## src/rtl/motion_zone_detector_if.sv

```systemverilog
// Pixel-pair stream, frame markers, thresholds and zone report of motion_zone_detector.
// The per-pixel mask outputs exist only when MOTION_PIXEL_MASK_EN is defined.
interface motion_zone_detector_if #(
  parameter int PIX_WIDTH = 10,
  parameter int NUM_ZONES = 4,
  parameter int CNT_WIDTH = 20
);
  logic                           iFRAME_START;
  logic                           iFRAME_END;
  logic                           iDVAL;
  logic [PIX_WIDTH-1:0]           iCURR;
  logic [PIX_WIDTH-1:0]           iPREV;
  logic [PIX_WIDTH-1:0]           iTHRESHOLD;
  logic [CNT_WIDTH-1:0]           iMIN_COUNT;
  logic [NUM_ZONES*CNT_WIDTH-1:0] oZONE_COUNT;
  logic [NUM_ZONES-1:0]           oZONE_MOTION;
  logic                           oMOTION_ANY;
  logic                           oREPORT_VALID;
  logic                           oBUSY;
`ifdef MOTION_PIXEL_MASK_EN
  logic                           oPIX_MOTION;
  logic                           oPIX_VALID;
`endif

  modport master (
    output iFRAME_START, iFRAME_END, iDVAL, iCURR, iPREV, iTHRESHOLD, iMIN_COUNT,
`ifdef MOTION_PIXEL_MASK_EN
    input  oPIX_MOTION, oPIX_VALID,
`endif
    input  oZONE_COUNT, oZONE_MOTION, oMOTION_ANY, oREPORT_VALID, oBUSY
  );

  modport slave (
    input  iFRAME_START, iFRAME_END, iDVAL, iCURR, iPREV, iTHRESHOLD, iMIN_COUNT,
`ifdef MOTION_PIXEL_MASK_EN
    output oPIX_MOTION, oPIX_VALID,
`endif
    output oZONE_COUNT, oZONE_MOTION, oMOTION_ANY, oREPORT_VALID, oBUSY
  );
endinterface

```

## src/rtl/motion_zone_detector.sv

```systemverilog
// Counts motion pixels (|curr - prev| > threshold) per vertical column band over
// a frame and reports persistence-filtered per-zone motion flags at frame end.
// Optional per-pixel mask outputs (oPIX_MOTION/oPIX_VALID): define MOTION_PIXEL_MASK_EN.
//
// state  | meaning
// IDLE   | waiting for iFRAME_START; pixels and iFRAME_END ignored
// ACTIVE | pixel pairs accepted into the diff/compare pipeline
// DRAIN  | two cycles so the last pixel reaches the zone counters
// REPORT | persistence update; outputs registered on leaving this state
module motion_zone_detector #(
  parameter int PIX_WIDTH = 10,
  parameter int IMG_WIDTH = 640,
  parameter int NUM_ZONES = 4,
  parameter int CNT_WIDTH = 20,
  parameter int PERSIST   = 2
) (
  input logic                   iCLK,
  input logic                   iRST_N,
  motion_zone_detector_if.slave bus
);
  localparam int ZONE_W = IMG_WIDTH / NUM_ZONES;
  localparam int COL_W  = (IMG_WIDTH > 1) ? $clog2(IMG_WIDTH) : 1;
  localparam int ZPIX_W = (ZONE_W > 1) ? $clog2(ZONE_W) : 1;
  localparam int ZIDX_W = (NUM_ZONES > 1) ? $clog2(NUM_ZONES) : 1;
  localparam logic [COL_W-1:0]     COL_LAST  = COL_W'(IMG_WIDTH - 1);
  localparam logic [ZPIX_W-1:0]    ZPIX_LAST = ZPIX_W'(ZONE_W - 1);
  localparam logic [CNT_WIDTH-1:0] CNT_MAX   = '1;
  localparam logic [3:0]           PERSIST_V = 4'(PERSIST);

  typedef enum logic [1:0] {S_IDLE, S_ACTIVE, S_DRAIN, S_REPORT} state_t;

  state_t                         state_q, state_d;
  logic                           drain_q;
  logic [PIX_WIDTH-1:0]           thr_q;
  logic [CNT_WIDTH-1:0]           min_q;
  logic [COL_W-1:0]               col_q;
  logic [ZPIX_W-1:0]              zpix_q;
  logic [ZIDX_W-1:0]              zone_q;
  logic                           s1_vld_q;
  logic [PIX_WIDTH-1:0]           s1_diff_q;
  logic [ZIDX_W-1:0]              s1_zone_q;
  logic [CNT_WIDTH-1:0]           cnt_q     [NUM_ZONES];
  logic [3:0]                     persist_q [NUM_ZONES];
  logic [3:0]                     persist_d [NUM_ZONES];
  logic [NUM_ZONES-1:0]           motion_d, motion_q;
  logic [NUM_ZONES*CNT_WIDTH-1:0] count_flat, count_q;
  logic                           any_q, valid_q, busy;
  logic [PIX_WIDTH-1:0]           diff;
  logic                           take_start, pix_ok, hit;

  // An abort (start while ACTIVE) behaves like a fresh start; DRAIN/REPORT ignore it.
  assign take_start = bus.iFRAME_START && (state_q == S_IDLE || state_q == S_ACTIVE);
  assign pix_ok     = bus.iDVAL && (state_q == S_ACTIVE) && !bus.iFRAME_START;
  assign diff       = (bus.iCURR >= bus.iPREV) ? (bus.iCURR - bus.iPREV) : (bus.iPREV - bus.iCURR);
  assign hit        = s1_vld_q && (s1_diff_q > thr_q);

  // state register
  always_ff @(posedge iCLK or negedge iRST_N) begin
    if (!iRST_N) state_q <= S_IDLE;
    else         state_q <= state_d;
  end

  // next-state logic; abort has priority over frame end
  always_comb begin
    state_d = state_q;
    unique case (state_q)
      S_IDLE:   if (bus.iFRAME_START) state_d = S_ACTIVE;
      S_ACTIVE: if (!bus.iFRAME_START && bus.iFRAME_END) state_d = S_DRAIN;
      S_DRAIN:  if (drain_q == 1'b0) state_d = S_REPORT;
      S_REPORT: state_d = S_IDLE;
      default:  state_d = S_IDLE;
    endcase
  end

  // output/report logic: persistence update from the final counts, busy flag
  always_comb begin
    busy       = (state_q != S_IDLE);
    count_flat = '0;
    motion_d   = '0;
    for (int z = 0; z < NUM_ZONES; z++) begin
      count_flat[z*CNT_WIDTH +: CNT_WIDTH] = cnt_q[z];
      persist_d[z] = 4'd0;
      if (cnt_q[z] >= min_q)
        persist_d[z] = (persist_q[z] == PERSIST_V) ? persist_q[z] : persist_q[z] + 4'd1;
      motion_d[z] = (persist_d[z] == PERSIST_V);
    end
  end

  // datapath: drain timer, column/zone tracking, two-stage pixel pipeline, zone counters, report registers
  always_ff @(posedge iCLK or negedge iRST_N) begin
    if (!iRST_N) begin
      drain_q   <= 1'b0;
      thr_q     <= '0;
      min_q     <= '0;
      col_q     <= '0;
      zpix_q    <= '0;
      zone_q    <= '0;
      s1_vld_q  <= 1'b0;
      s1_diff_q <= '0;
      s1_zone_q <= '0;
      count_q   <= '0;
      motion_q  <= '0;
      any_q     <= 1'b0;
      valid_q   <= 1'b0;
      for (int z = 0; z < NUM_ZONES; z++) begin
        cnt_q[z]     <= '0;
        persist_q[z] <= '0;
      end
    end else begin
      valid_q  <= 1'b0;
      s1_vld_q <= pix_ok;
      if (pix_ok) begin
        s1_diff_q <= diff;
        s1_zone_q <= zone_q;
      end
      if (state_q == S_ACTIVE)                       drain_q <= 1'b1;
      else if (state_q == S_DRAIN && drain_q != 1'b0) drain_q <= drain_q - 1'b1;
      if (take_start) begin
        thr_q  <= bus.iTHRESHOLD;
        min_q  <= bus.iMIN_COUNT;
        col_q  <= '0;
        zone_q <= '0;
        zpix_q <= ZPIX_LAST;
        for (int z = 0; z < NUM_ZONES; z++) cnt_q[z] <= '0;
      end else begin
        for (int z = 0; z < NUM_ZONES; z++)
          if (hit && s1_zone_q == ZIDX_W'(z) && cnt_q[z] != CNT_MAX)
            cnt_q[z] <= cnt_q[z] + CNT_WIDTH'(1);
        if (pix_ok) begin
          if (col_q == COL_LAST) begin
            col_q  <= '0;
            zone_q <= '0;
            zpix_q <= ZPIX_LAST;
          end else begin
            col_q <= col_q + COL_W'(1);
            if (zpix_q == '0) begin
              zpix_q <= ZPIX_LAST;
              zone_q <= zone_q + ZIDX_W'(1);
            end else begin
              zpix_q <= zpix_q - ZPIX_W'(1);
            end
          end
        end
      end
      if (state_q == S_REPORT) begin
        for (int z = 0; z < NUM_ZONES; z++) persist_q[z] <= persist_d[z];
        motion_q <= motion_d;
        any_q    <= |motion_d;
        count_q  <= count_flat;
        valid_q  <= 1'b1;
      end
    end
  end

  assign bus.oZONE_COUNT   = count_q;
  assign bus.oZONE_MOTION  = motion_q;
  assign bus.oMOTION_ANY   = any_q;
  assign bus.oREPORT_VALID = valid_q;
  assign bus.oBUSY         = busy;

`ifdef MOTION_PIXEL_MASK_EN
  logic pix_motion_q, pix_valid_q;

  // per-pixel overlay mask, aligned with the stage-2 compare
  always_ff @(posedge iCLK or negedge iRST_N) begin
    if (!iRST_N) begin
      pix_motion_q <= 1'b0;
      pix_valid_q  <= 1'b0;
    end else begin
      pix_motion_q <= hit;
      pix_valid_q  <= s1_vld_q;
    end
  end

  assign bus.oPIX_MOTION = pix_motion_q;
  assign bus.oPIX_VALID  = pix_valid_q;
`endif
endmodule

```

## src/flat_wrapper.sv

```systemverilog
// flat-port wrapper written by rule: the top's interface ports become plain ports
module motion_zone_detector_flat 
#(
  parameter int PIX_WIDTH = 10,
  parameter int IMG_WIDTH = 640,
  parameter int NUM_ZONES = 4,
  parameter int CNT_WIDTH = 20,
  parameter int PERSIST   = 2
)
  (iCLK, iRST_N, bus_iFRAME_START, bus_iFRAME_END, bus_iDVAL, bus_iCURR, bus_iPREV, bus_iTHRESHOLD, bus_iMIN_COUNT, bus_oZONE_COUNT, bus_oZONE_MOTION, bus_oMOTION_ANY, bus_oREPORT_VALID, bus_oBUSY);
  motion_zone_detector_if #(.PIX_WIDTH(PIX_WIDTH), .NUM_ZONES(NUM_ZONES), .CNT_WIDTH(CNT_WIDTH)) bus_i ();
  input logic iCLK;
  input logic iRST_N;
  input wire logic [$bits(bus_i.iFRAME_START)-1:0] bus_iFRAME_START;
  input wire logic [$bits(bus_i.iFRAME_END)-1:0] bus_iFRAME_END;
  input wire logic [$bits(bus_i.iDVAL)-1:0] bus_iDVAL;
  input wire logic [$bits(bus_i.iCURR)-1:0] bus_iCURR;
  input wire logic [$bits(bus_i.iPREV)-1:0] bus_iPREV;
  input wire logic [$bits(bus_i.iTHRESHOLD)-1:0] bus_iTHRESHOLD;
  input wire logic [$bits(bus_i.iMIN_COUNT)-1:0] bus_iMIN_COUNT;
  output wire logic [$bits(bus_i.oZONE_COUNT)-1:0] bus_oZONE_COUNT;
  output wire logic [$bits(bus_i.oZONE_MOTION)-1:0] bus_oZONE_MOTION;
  output wire logic [$bits(bus_i.oMOTION_ANY)-1:0] bus_oMOTION_ANY;
  output wire logic [$bits(bus_i.oREPORT_VALID)-1:0] bus_oREPORT_VALID;
  output wire logic [$bits(bus_i.oBUSY)-1:0] bus_oBUSY;
  assign bus_i.iFRAME_START = bus_iFRAME_START;
  assign bus_i.iFRAME_END = bus_iFRAME_END;
  assign bus_i.iDVAL = bus_iDVAL;
  assign bus_i.iCURR = bus_iCURR;
  assign bus_i.iPREV = bus_iPREV;
  assign bus_i.iTHRESHOLD = bus_iTHRESHOLD;
  assign bus_i.iMIN_COUNT = bus_iMIN_COUNT;
  assign bus_oZONE_COUNT = bus_i.oZONE_COUNT;
  assign bus_oZONE_MOTION = bus_i.oZONE_MOTION;
  assign bus_oMOTION_ANY = bus_i.oMOTION_ANY;
  assign bus_oREPORT_VALID = bus_i.oREPORT_VALID;
  assign bus_oBUSY = bus_i.oBUSY;
  motion_zone_detector #(.PIX_WIDTH(PIX_WIDTH), .IMG_WIDTH(IMG_WIDTH), .NUM_ZONES(NUM_ZONES), .CNT_WIDTH(CNT_WIDTH), .PERSIST(PERSIST)) u_core (.iCLK(iCLK), .iRST_N(iRST_N), .bus(bus_i));
endmodule
```

## config.mk

```make
export PLATFORM = sky130hd
export DESIGN_NAME = motion_zone_detector_flat
export DESIGN_NICKNAME = d
export VERILOG_FILES = /design/src/rtl/motion_zone_detector_if.sv /design/src/rtl/motion_zone_detector.sv /design/src/flat_wrapper.sv
export SDC_FILE = /design/constraint.sdc
export NUM_CORES = 1
export LEC_CHECK = 0
export ABC_CLOCK_PERIOD_IN_PS = 5290
export CORE_MARGIN = 2
export CORE_UTILIZATION = 62
export CTS_CLUSTER_DIAMETER = 200
export DETAILED_ROUTE_END_ITERATION = 7
export GPL_ROUTABILITY_DRIVEN = 0
export GPL_TIMING_DRIVEN = 1
export MAX_ROUTING_LAYER = met4
export PLACE_DENSITY = 0.86
export SYNTH_ARGS = -nofsm -noshare
export SYNTH_HDL_FRONTEND = slang
export SYNTH_SLANG_ARGS = --single-unit
```

## constraint.sdc

```tcl
create_clock -name iCLK -period 5.29 [get_ports iCLK]
set_clock_uncertainty 0.05 [all_clocks]
set_input_delay 1.058 -clock iCLK [delete_from_list [all_inputs] [get_ports iCLK]]
set_output_delay 1.058 -clock iCLK [all_outputs]
set_load 0.1 [all_outputs]
```

# Yosys cells after proc, flatten, opt, wreduce, memory -nomap -nowiden
# Cells that the tools add are included.
# totals
register_bits	248
in_bits	55
out_inout_bits	87
wordCells	126
# classes
addsub	14
magnitude_cmp	6
n_eq_ne	22
n_mux	32
reduce_logical	30
# op_table
cell	count
20-bit by 1-bit adder with 20-bit output, second input constant	4
20-bit >= comparator	4
20-bit 2-to-1 mux	4
80-bit 2-to-1 mux	1
20-bit inequality test, second input constant	4
10-bit 2-to-1 mux	4
4-bit by 2-bit equality test with 1-bit output, second input constant	8
4-bit 2-to-1 mux	8
8-bit 2-to-1 mux	4
10-bit subtractor	2
4-bit by 1-bit adder with 4-bit output, second input constant	4
1-bit logical AND	14
2-bit 2-to-1 mux	7
2-bit nonzero test	7
10-bit by 1-bit adder with 10-bit output, second input constant	1
10-bit equality test, second input constant	1
10-bit >= comparator	1
10-bit > comparator	1
2-bit equality test, second input constant	4
8-bit zero test	1
2-bit case mux with 4 select lines	1
8-bit by 1-bit subtractor with 8-bit output, second input constant	1
2-bit inequality test, second input constant	3
2-bit by 1-bit equality test with 1-bit output, second input constant	2
10 further kinds	13

# Logic depth before layout (Yosys ltp)
# depth
ltp_word	6
ltp_mapped	11
ltp_nobuf	10

# Worst setup path after synthesis
# Ideal clock, no wire load.
# synth_timing
path_kind	in2reg
startpoint	input bus_iPREV[3]
endpoint	register u_core.s1_diff_q[7]
setup_ns	0.130
t_arrival_ns	3.100
required_time_ns	5.110
slack_ns	2.010
path_stages	10
path_buffers	1
cell_sequence	inv_1 -> ha_1 -> buf_6 -> a21oi_4 -> a31oi_1 -> o41ai_4 -> mux2_2 -> a41oi_1 -> xor2_1 -> o21ai_1
# synth_via
elab_chain_len	2
word_cells_on_any_way	4
classes_between	2 x add/sub; 1 x order compare; 1 x mux
# synth_rtl
item	line	source
start, declared	flat_wrapper.sv:18	input wire logic [$bits(bus_i.iPREV)-1:0] bus_iPREV;
10-bit subtractor or 10-bit >= comparator (tied branches)	motion_zone_detector.sv:54	assign diff = (bus.iCURR >= bus.iPREV) ? (bus.iCURR - bus.iPREV) : (bus.iPREV - bus.iCURR);
10-bit 2-to-1 mux (*)	motion_zone_detector.sv:54	
end signal, assigned	motion_zone_detector.sv:113	s1_diff_q <= diff;
end, declared	motion_zone_detector.sv:40	logic [PIX_WIDTH-1:0] s1_diff_q;
# Mark *: on every way between the ends. The rest lies on a longest branch, timed or not.
# A chain may end at the register's enable or synchronous reset.

# Final worst setup path
# layout_timing
startpoint	input bus_iCURR[0]
endpoint	register u_core.s1_diff_q[9]
# layout_via
elab_chain_len	2
word_cells_on_any_way	4
classes_between	2 x add/sub; 1 x order compare; 1 x mux
# layout_rtl
item	line	source
start, declared	flat_wrapper.sv:17	input wire logic [$bits(bus_i.iCURR)-1:0] bus_iCURR;
10-bit subtractor or 10-bit >= comparator (tied branches)	motion_zone_detector.sv:54	
10-bit 2-to-1 mux (*)	motion_zone_detector.sv:54	
# Marked as above.

==> results.sh <==
export IMPL_critPathCaptureType="flip-flop"
export IMPL_cts_root_buf="clkbuf_16"
export IMPL_vdd_ir_drop_worst_v=0.000538
export IMPL_r2r_start="u_core.min_q[9]$_DFFE_PN0P_"
export IMPL_max_stage_delay_ps=500
export IMPL_core_area_mm2=0.0225
export IMPL_grt_usage_pct=29.8
export IMPL_n_antenna_cell=0
export IMPL_crit_chain="clkdlybuf4s50_1, inv_1, ha_1, fa_1, nand3b_1, a31oi_1, o41ai_4, buf_4, a211oi_1, a31oi_1, a221o_1, a311oi_1"
export IMPL_r2r_setup_slack_ps=2000
export IMPL_ys_ff_latch=248
export IMPL_die_area_mm2=0.0239
export IMPL_synth_enable_flop_cells=0
export IMPL_yosysTopAreaCell="dfrtp_1"
export IMPL_drc_errors=0
export IMPL_overflow=0
export IMPL_r2r_end="u_core.bus.oMOTION_ANY$_DFFE_PN0P_"
export IMPL_avgRoutedWirePerCell_um=18.6
export IMPL_hold_class="reg2reg"
export IMPL_holdPathEnd="u_core.drain_q$_DFFE_PN0P_"
export IMPL_vias=11381
export IMPL_synth_top_area_share_pct=44.0
export IMPL_synth_flop_cell="dfrtp_1"
export IMPL_critPathRequiredTime_ps=5670
export IMPL_critPathLaunchType="input pin"
export IMPL_p_leak_nw=7.92
export IMPL_grt_pass1_wl_um=56400
export IMPL_synthTopCellsByArea="dfrtp_1 (44%), ha_1 (11%), mux2_2 (7.1%)"
export IMPL_setup_viol=0
export IMPL_cts_resized=0
export IMPL_status="completed"
export IMPL_max_slew_worst_pin_slew_ps=1130
export IMPL_place_hpwl_um=23300
export IMPL_dr_pass1_iters=5
export IMPL_port_buffers=141
export IMPL_max_cap_viol_count=0
export IMPL_die_width_um=155
export IMPL_synth_area_mm2=0.0141
export IMPL_pre_cts_slack_ps=1170
export IMPL_drtIter0Drc=960
export IMPL_htreeDepth=1
export IMPL_rows=55
export IMPL_nets=1719
export IMPL_syn_area_per_cell_um2=10.0
export IMPL_antenna_found_initial=0
export IMPL_cpMostUsedCell="a31oi_1"
export IMPL_critical_path_class="in2reg"
export IMPL_syn_num_nets=1593
export IMPL_hold_depth=1
export IMPL_post_route_period_util_pct=69.8
export IMPL_relSlewSlack_pct=24.3
export IMPL_rsz0062_at_grt="false"
export IMPL_grt_pass1_vias=11039
export IMPL_max_freq_mhz=271
export IMPL_ys_seq_area_share_pct=44.0
export IMPL_cts_setup_buffers=0
export IMPL_grt_max_degree=142
export IMPL_whs_ps=439
export IMPL_slew_viol_final=0
export IMPL_reg2reg_depth=9
export IMPL_crit_fanout=19
export IMPL_start_util_pct=62.6
export IMPL_worst_endpoint_arrival_ps=4080
export IMPL_critPathSlowestCell="clkdlybuf4s50_1"
export IMPL_syn_instance_count=1408
export IMPL_cts_inserted_buffers=26
export IMPL_layout_drive_gt1_share_pct=10.1
export IMPL_layout_min_cycle_time_ps=3690
export IMPL_min_delay_start="u_core.drain_q$_DFFE_PN0P_"
export IMPL_insertion_delay_ps=530
export IMPL_area_growth_pct=18.4
export IMPL_routed_wl_um=34200
export IMPL_report_power_total_mw=6.26
export IMPL_tritoncts="built"
export IMPL_routed_via_density=6.19
export IMPL_cts_num_sinks=248
export IMPL_tns_ps=0
export IMPL_synthDistinctLibCells=69
export IMPL_final_util_pct=74.1
export IMPL_worst_path_buf_inv=3
export IMPL_fin_ws_ps=1600
export IMPL_clock_path_buffers=3
export IMPL_ant_nets=0
export IMPL_num_io_pins=142
export IMPL_critPathTopFamily="compound AO/OA/AOI/OAI gates"
export IMPL_holdBufCountCts=0
export IMPL_yosys_warnings=0
export IMPL_cts_clk_slew_worst_paths_ps=60
export IMPL_powerDensity_mw_per_mm2=376
export IMPL_finalHoldViolCount=0
export IMPL_async_flop_share_pct=100
export IMPL_die_h_um=155
==> cell usage in the layout (no fill, tap or decap), types with 9 or more instances in the layout <==
cell type | synthesis | final
a21o_1 | 35 | 35
ha_1 | 128 | 127
clkdlybuf4s50_1 | 0 | 140
nor2_1 | 111 | 110
nand2_1 | 120 | 120
a22o_1 | 9 | 9
mux2_2 | 89 | 89
xnor2_1 | 36 | 36
xor2_1 | 35 | 35
a31oi_1 | 11 | 11
nand3_1 | 54 | 54
clkbuf_16 | 0 | 27
dfrtp_1 | 248 | 248
nand4_1 | 41 | 41
nor4_1 | 12 | 12
nor2b_1 | 15 | 15
inv_1 | 83 | 83
o21ai_0 | 87 | 86
nor3_1 | 24 | 24
nand2b_1 | 12 | 12
a21oi_1 | 64 | 64
and3_1 | 30 | 30
a211oi_1 | 13 | 13
and4_1 | 10 | 10
==> how the worst max path moves through the flow <==
stage | from | end | cells after the start
after detailed placement | bus_iCURR[0] | u_core.s1_diff_q[9]$_DFFE_PN0P_ | 12
final | bus_iCURR[0] | u_core.s1_diff_q[9]$_DFFE_PN0P_ | 12
after CTS | u_core.state_q[0]$_DFFE_PN0P_ | bus_oBUSY | 4
after global placement | bus_iCURR[0] | u_core.s1_diff_q[9]$_DFFE_PN0P_ | 12
after floorplan | bus_iPREV[3] | u_core.s1_diff_q[7]$_DFFE_PN0P_ | 10
after global routing | bus_iCURR[0] | u_core.s1_diff_q[9]$_DFFE_PN0P_ | 12
==> worst register-to-register path, cell delays in order, from the launching register on <==
cell and delay (ps):
dfrtp_1 360, inv_1 210, ha_1 300, a21oi_1 140, o21ai_0 120, a2111oi_0 500, o41ai_1 210, a21oi_1 690
o32ai_1 230, o32a_1 370
==> per-layer routing <==
layer | global-route usage [%] | wire, um
met5 | - | 0
met4 | 10.9 | 1260
met3 | 4.06 | 2080
met2 | 47.4 | 16400
met1 | 39.5 | 14500
==> sequential cells by signal, indices dropped and copies added (netlist names), 4 cells and up <==
| signal | flops |
|---|---|
| u_core.persist_q | 16 |
| u_core.zpix_q | 8 |
| u_core.thr_q | 10 |
| u_core.bus.oZONE_COUNT | 80 |
| u_core.col_q | 10 |
| u_core.cnt_q | 80 |
| u_core.min_q | 20 |
| u_core.bus.oZONE_MOTION | 4 |
| u_core.s1_diff_q | 10 |
==> power by group <==
group	internal, mW	switching, mW	total (mW)
Clock	1.20	0.746	1.95
Sequential	2.12	0.163	2.28
Combinational	0.687	1.35	2.04
Total	4.01	2.26	6.26
==> cell families after synthesis <==
family	share of synthesized area [%]
compound gates	12.3
fa+ha+maj	11.6
simple gates	16.4
buf+inv	3.73
mux	7.47
xor+xnor	4.41
flops	44.0
==> cell usage after synthesis, drive strengths merged, types with 3 or more instances <==
master    n
nor2b    15
a21oi    65
a41o      4
dfrtp   248
buf      10
and3     30
o21ai    89
nand2b   12
nor4     14
nor4b     3
nor3     27
a211oi   13
mux2     89
xor2     35
and4     10
or3       6
a22o      9
o31ai     6
a21o     35
a41oi     5
nand2   121
xnor2    36
nand4b    3
a31oi    12
mux2i     5
nor2    111
nand4    42
and2      8
inv      83
clkbuf   41
nand3b    3
nand3    54
ha      128
a32o      4
o41ai     4
==> metrics by stage <==
| step | instance area (um^2) | cells |
|---|---|---|
| final | 16700 | 1839 |
| after global routing | 16700 | 1839 |
| after CTS | 16700 | 1839 |
| after detailed placement | 15800 | 1791 |
| after global placement | 15800 | 1791 |
| after floorplan | 14100 | 1408 |
==> area by class of cell <==
type                       count  area [um^2]
clock buffer                  39          771
clock inverter                 9          149
fill                        1485         5820
inverter                      84          315
multi-input combinational   1025         7380
sequential                   248         6210
tap                          285          357
timing repair buffer         149         1500
Note: power is estimated with default switching activity, not from simulation.
